===== src/rtl/ps2_pkg.sv =====
// ps2_pkg: shared PS/2 constants and frame FSM state type.
package ps2_pkg;
  localparam logic [7:0] PS2_BREAK_CODE = 8'hF0;
  localparam logic [7:0] PS2_EXT_CODE   = 8'hE0;
  localparam int         PS2_FRAME_BITS = 11;
  typedef enum logic [1:0] {IDLE, RECV, DONE} ps2_state_e;
endpackage


===== src/rtl/ps2_clk_filter.sv =====
// ps2_clk_filter: synchronises ps2c/ps2d, debounces ps2c over FILTER_LEN samples and flags its falling edges.
module ps2_clk_filter #(
  parameter int FILTER_LEN = 8
) (
  input  logic clk,
  input  logic reset,
  input  logic i_ps2c,
  input  logic i_ps2d,
  output logic o_data,
  output logic o_clk,
  output logic o_fall_tick
);
  localparam int CW = $clog2(FILTER_LEN + 1);
  localparam logic [CW-1:0] LAST = CW'(FILTER_LEN - 1);
  logic [1:0]    r_c_sync, r_d_sync;
  logic [CW-1:0] r_cnt;
  logic          r_level, r_fall;
  logic          w_diff, w_flip;
  always_comb begin
    w_diff = r_c_sync[1] != r_level;
    w_flip = w_diff && r_cnt == LAST;
  end
  // r_cnt counts consecutive samples disagreeing with the filtered level
  always_ff @(posedge clk or negedge reset)
    if (!reset) begin
      r_c_sync <= 2'b11;
      r_d_sync <= 2'b11;
      r_cnt    <= '0;
      r_level  <= 1'b1;
      r_fall   <= 1'b0;
    end else begin
      r_c_sync <= {r_c_sync[0], i_ps2c};
      r_d_sync <= {r_d_sync[0], i_ps2d};
      r_cnt    <= (w_diff && !w_flip) ? r_cnt + 1'b1 : '0;
      r_level  <= r_level ^ w_flip;
      r_fall   <= w_flip && r_level;
    end
  assign o_data      = r_d_sync[1];
  assign o_clk       = r_level;
  assign o_fall_tick = r_fall;
endmodule


===== src/rtl/ps2_scan_decoder.sv =====
// ps2_scan_decoder: PS/2 receiver emitting one validated key code per key release.
// Define PS2_PARITY_CHECK_EN to also reject frames whose odd parity is wrong.
module ps2_scan_decoder
  import ps2_pkg::*;
#(
  parameter int N              = 8,
  parameter int FILTER_LEN     = 8,
  parameter int TIMEOUT_CYCLES = 100000
) (
  input  logic         clk,
  input  logic         reset,
  input  logic         ps2d,
  input  logic         ps2c,
  output logic [N-1:0] key_code,
  output logic         got_code_tick,
  output logic         extended,
  output logic         frame_err
);
  localparam int SW = PS2_FRAME_BITS - 1;
  localparam int WW = $clog2(TIMEOUT_CYCLES + 1);
  // frame_err then lands exactly TIMEOUT_CYCLES clk after the last fall_tick
  localparam logic [WW-1:0] WD_LAST = WW'(TIMEOUT_CYCLES - 2);
  ps2_state_e    r_state, w_next;
  logic [SW-1:0] r_shift;
  logic [3:0]    r_bits;
  logic [WW-1:0] r_wdog;
  logic          r_brk, r_ext;
  logic          w_data, w_fall, w_unused_fclk;
  logic          w_recv_bit, w_timeout, w_valid, w_good, w_is_brk, w_is_ext, w_tick, w_err;
  logic [7:0]    w_byte;
  ps2_clk_filter #(.FILTER_LEN(FILTER_LEN)) u_filter (
    .clk        (clk),
    .reset      (reset),
    .i_ps2c     (ps2c),
    .i_ps2d     (ps2d),
    .o_data     (w_data),
    .o_clk      (w_unused_fclk),
    .o_fall_tick(w_fall)
  );
  always_comb begin
    w_recv_bit = r_state == RECV && w_fall;
    w_timeout  = r_state == RECV && !w_fall && r_wdog == WD_LAST;
`ifdef PS2_PARITY_CHECK_EN
    w_valid    = r_shift[SW-1] && ^r_shift[SW-2:0];
`else
    w_valid    = r_shift[SW-1];
`endif
    w_byte     = r_shift[7:0];
    w_good     = r_state == DONE && w_valid;
    w_is_brk   = w_byte == PS2_BREAK_CODE;
    w_is_ext   = w_byte == PS2_EXT_CODE;
    w_tick     = w_good && !w_is_brk && !w_is_ext && r_brk;
    w_err      = (r_state == DONE && !w_valid) || w_timeout;
    w_next     = r_state;
    case (r_state)
      IDLE:    w_next = (w_fall && !w_data) ? RECV : IDLE;
      RECV:    w_next = w_timeout ? IDLE : (w_recv_bit && r_bits == 4'(SW - 1)) ? DONE : RECV;
      default: w_next = IDLE;
    endcase
  end
  always_ff @(posedge clk or negedge reset)
    if (!reset) r_state <= IDLE;
    else        r_state <= w_next;
  // break/extended prefixes may arrive in either order before the key byte
  always_ff @(posedge clk or negedge reset)
    if (!reset) begin
      r_shift       <= '0;
      r_bits        <= '0;
      r_wdog        <= '0;
      r_brk         <= 1'b0;
      r_ext         <= 1'b0;
      got_code_tick <= 1'b0;
      frame_err     <= 1'b0;
      key_code      <= '0;
      extended      <= 1'b0;
    end else begin
      r_shift       <= w_recv_bit ? {w_data, r_shift[SW-1:1]} : r_shift;
      r_bits        <= r_state != RECV ? '0 : r_bits + 4'(w_fall);
      r_wdog        <= (r_state != RECV || w_fall) ? '0 : r_wdog + 1'b1;
      r_brk         <= w_err ? 1'b0 : w_good ? (w_is_brk || (w_is_ext && r_brk)) : r_brk;
      r_ext         <= w_err ? 1'b0 : w_good ? (w_is_ext || (w_is_brk && r_ext)) : r_ext;
      got_code_tick <= w_tick;
      frame_err     <= w_err;
      key_code      <= w_tick ? N'(w_byte) : key_code;
      extended      <= w_tick ? r_ext : extended;
    end
endmodule


===== config.mk =====
export PLATFORM = sky130hd
export DESIGN_NAME = ps2_scan_decoder
export DESIGN_NICKNAME = d
export VERILOG_FILES = /design/src/rtl/ps2_pkg.sv /design/src/rtl/ps2_clk_filter.sv /design/src/rtl/ps2_scan_decoder.sv
export SDC_FILE = /design/constraint.sdc
export NUM_CORES = 1
export LEC_CHECK = 0
export ABC_AREA = 1
export CORE_MARGIN = 2
export CORE_UTILIZATION = 35
export DETAILED_ROUTE_END_ITERATION = 10
export PLACE_DENSITY_LB_ADDON = 0.12
export RECOVER_POWER = 50
export SLEW_MARGIN = 20
export SYNTH_ARGS = -nofsm -noshare
export SYNTH_HDL_FRONTEND = slang
export SYNTH_SLANG_ARGS = --single-unit

===== constraint.sdc =====
create_clock -name clk -period 1.7 [get_ports clk]
set_input_delay 0.425 -clock clk [delete_from_list [all_inputs] [get_ports clk]]
set_output_delay 0.425 -clock clk [all_outputs]
set_load 0.01 [all_outputs]

==> run metrics, run 1 <==
# H-tree levels 2; RSZ-0062 raised after global routing no; WL final 4980 um; Compound-Gate Fraction of Synth Area 7.72%; 1st-pass router iterations 4; # nets final 333; clock power share 36.6%; Site Rows 31; fin crit period 1.65 ns; CTS Root Cell clkbuf_8; number of global-route vias before repair 1,886; Worst setup EP type output pin; switching share of total power 22.9%; max-slew headroom at the worst pin 7.19%; fin. max-slew vios 0; #FFs+latches synth 56; setup TNS 0 ns; library cells used by synthesis 26; layout cells sized above 1 12.0%; CTS tree done; status completed; P_int 1.88 mW; Net Sw Power 560 uW; largest cells by area after synthesis dfrtp_1 49%, nand2_1 11%, nor2_1 6.1%, dfstp_2 5.0%, inv_1 4.7%; CTS Buf Count 5; worst path cell trace clkdlybuf4s50_1; first-pass GRT wire length 8980 um; CP Max Fanout 2; Hold Crit Start u_filter.r_c_sync[0]; main combinational cell family by area after synthesis simple AND/OR/NAND/NOR gates; Synthesis Warnings 0; CTS Buffer Depth 2; post-synthesis simple-gate area fraction 29.6%; XOR/XNOR share of the synthesized area 1.00%; Die X-Extent 90.6 um; remaining antenna violation count 0; worst skew pair latency 0.31 ns; Final Hold Viols 0; reg2reg start r_wdog[0]; design area 0.00300 sq mm; area delta synth->final 14.4%; core footprint 0.00725 sq mm; Worst EP required 1.27 ns; DRC 0; Fmax achieved 0.605 GHz; Layout Skew 0.00913 ns; number of antenna violations at the first check in global routing 0; via count 1,968; PortBufs 14; hold_buf cts 0; gr usage total 13.5%; combinational power share 5.1%; worst-margin pin slew 1.39 ns; synthesized net count 312; Crit-path slowest cell clkdlybuf4s50_1; Peak supply drop 365 uV; final worst path period share 97.2%; Crit. Startpoint key_code[6]; CP peak stage delay 0.54 ns; io pins 15; Syn Area/Cell 8.66 sq um; leak pwr 1.36 nW; CP top delay family buffers and inverters; post-synthesis mux area share 0%; Hold Crit Class register to register; setup violators final 0; gpl congestion 0.848; Worst Path Buf+Inv 1; post-synthesis sequential area ratio 53.6%; sinks on the clock net 56; synthesized area 0.00263 sq mm; part of the power in registers 58.2%; Initial DRC Count 107; cell taking the most area after synthesis dfrtp_1; Ant. Diodes 0; Die H 90.6 um; routed len/inst 11.7 um; Reg clk slew, reported paths 0.10 ns; synthesized-area fraction occupied by adder cells 2.38%; Post-Syn Instances 303; max-cap viol count 0; pwr/cell area 813 mW/mm^2; DP Wirelength 3500 um; kind of critical path register to output pin; grt total ovfl 0; post-synth top area share 48.6%; area of the die 0.00821 sq mm; crit start category register; placed cell area 0.00290 sq mm; Critical Path AT 1.23 ns; vias per cell 4.64; largest net degree at the start of global routing 57; Initial Utilization 36.2%
-- sequential cells by signal, indices dropped and copies added, names as in the netlist, named ones only --
| name | count |
|---|---|
| r_shift | 10 |
| extended | 1 |
| r_brk | 1 |
| u_filter.r_c_sync | 2 |
| u_filter.r_d_sync | 2 |
| key_code | 8 |
| r_state | 2 |
| got_code_tick | 1 |
| r_ext | 1 |
| r_wdog | 17 |
| frame_err | 1 |
| u_filter.r_cnt | 4 |
| r_bits | 4 |
| u_filter.o_fall_tick | 1 |
-- Yosys cell counts, drive strengths merged --
master / count
o21ai: 18
xor2: 2
nor2: 50
dfrtp: 51
o2111ai: 2
or2: 1
nor3: 4
buf: 3
o21bai: 5
xnor2: 1
inv: 36
dfstp: 5
nand3: 15
nand4: 13
ha: 5
nand2: 82
a21oi: 10
-- per-layer routing --
metal,global-route usage [%],vias up,part of all wire (%)
met2,19.4,45,43
met3,3.26,5,4.4
li1,-,1006,-
met4,4.23,0,1.3
met1,20.2,912,51
met5,0,-,0
-- stage by stage --
stage               util [%]  total power, mW  std cells  worst slack (ns)  hold slack (ns)
global route            41.4             2.57        424           0.00872            0.364
finish                  41.4             2.44        424            0.0482            0.361
CTS                     41.6             2.48        424            0.0271            0.112
detailed placement      40.0             1.59        416             0.372            0.347
global placement        40.0             1.58        416             0.381            0.346
floorplan                  -             1.52        303             0.495            0.129
-- power groups by stage --
| stage | combinational (mW) | sequential, mW | clock, mW |
|---|---|---|---|
| after detailed placement | 0.138 | 1.45 | 0 |
| after CTS | 0.138 | 1.42 | 0.924 |
| final | 0.126 | 1.42 | 0.893 |
| after global placement | 0.134 | 1.45 | 0 |
| after global routing | 0.162 | 1.43 | 0.978 |
| after floorplan | 0.0815 | 1.44 | 0 |
-- cell type report --
cell class                      count  area, sq um
Fill cell                         750         4250
Sequential cell                    56         1410
Multi-Input combinational cell    208         1070
Timing Repair Buffer               17          158
Inverter                           36          135
Tap cell                           99          124
Clock buffer                        6         72.6
Clock inverter                      2         38.8
-- logic make-up after synthesis --
group | Yosys count
AOI/OAI and AO/OA | 35
xor gates and xnor gates | 3
and+or+nand+nor | 165
DFF | 56
buffers and inverters | 39
adders and majority gates | 5
-- placed cells by master, fill, tap and decap left out, drive strengths merged, types with 3 or more instances in the layout --
master,instances
nand4,13
a21oi,10
buf,3
nand3,15
nor2,50
nand2,82
dfstp,5
ha,5
o21bai,5
dfrtp,51
clkdlybuf4s50,10
nor3,4
inv,37
clkbuf,7
o21ai,18
-- worst paths after layout --
path,slack [ns],cells after the start,end
hold / removal,0.36,0,u_filter.r_c_sync[1]
setup reg to reg,0.36,8,r_wdog[16]
setup / recovery,0.05,1,key_code[6]
min in group asynchronous,0.51,2,r_wdog[12]
hold reg to reg,0.36,0,u_filter.r_c_sync[1]
max in group asynchronous,0.36,2,r_shift[2]
-- timing repair --
action / in CTS / in global routing
setup endpoints to repair: 0 / 1
gates resized for setup: 0 / 1
setup buffers: 0 / 0
Power figures use the tool's default switching activity.
==> run 2: changes to the inputs <==
--- a/config.mk
+++ b/config.mk
@@ -8,6 +8,7 @@
 export ABC_AREA = 1
 export CORE_MARGIN = 2
 export CORE_UTILIZATION = 35
+export CTS_CLUSTER_DIAMETER = 30
 export DETAILED_ROUTE_END_ITERATION = 10
 export PLACE_DENSITY_LB_ADDON = 0.12
 export RECOVER_POWER = 50
==> results of run 2 <==
No change in the layout: final DEF, timing and power equal those of run 1.
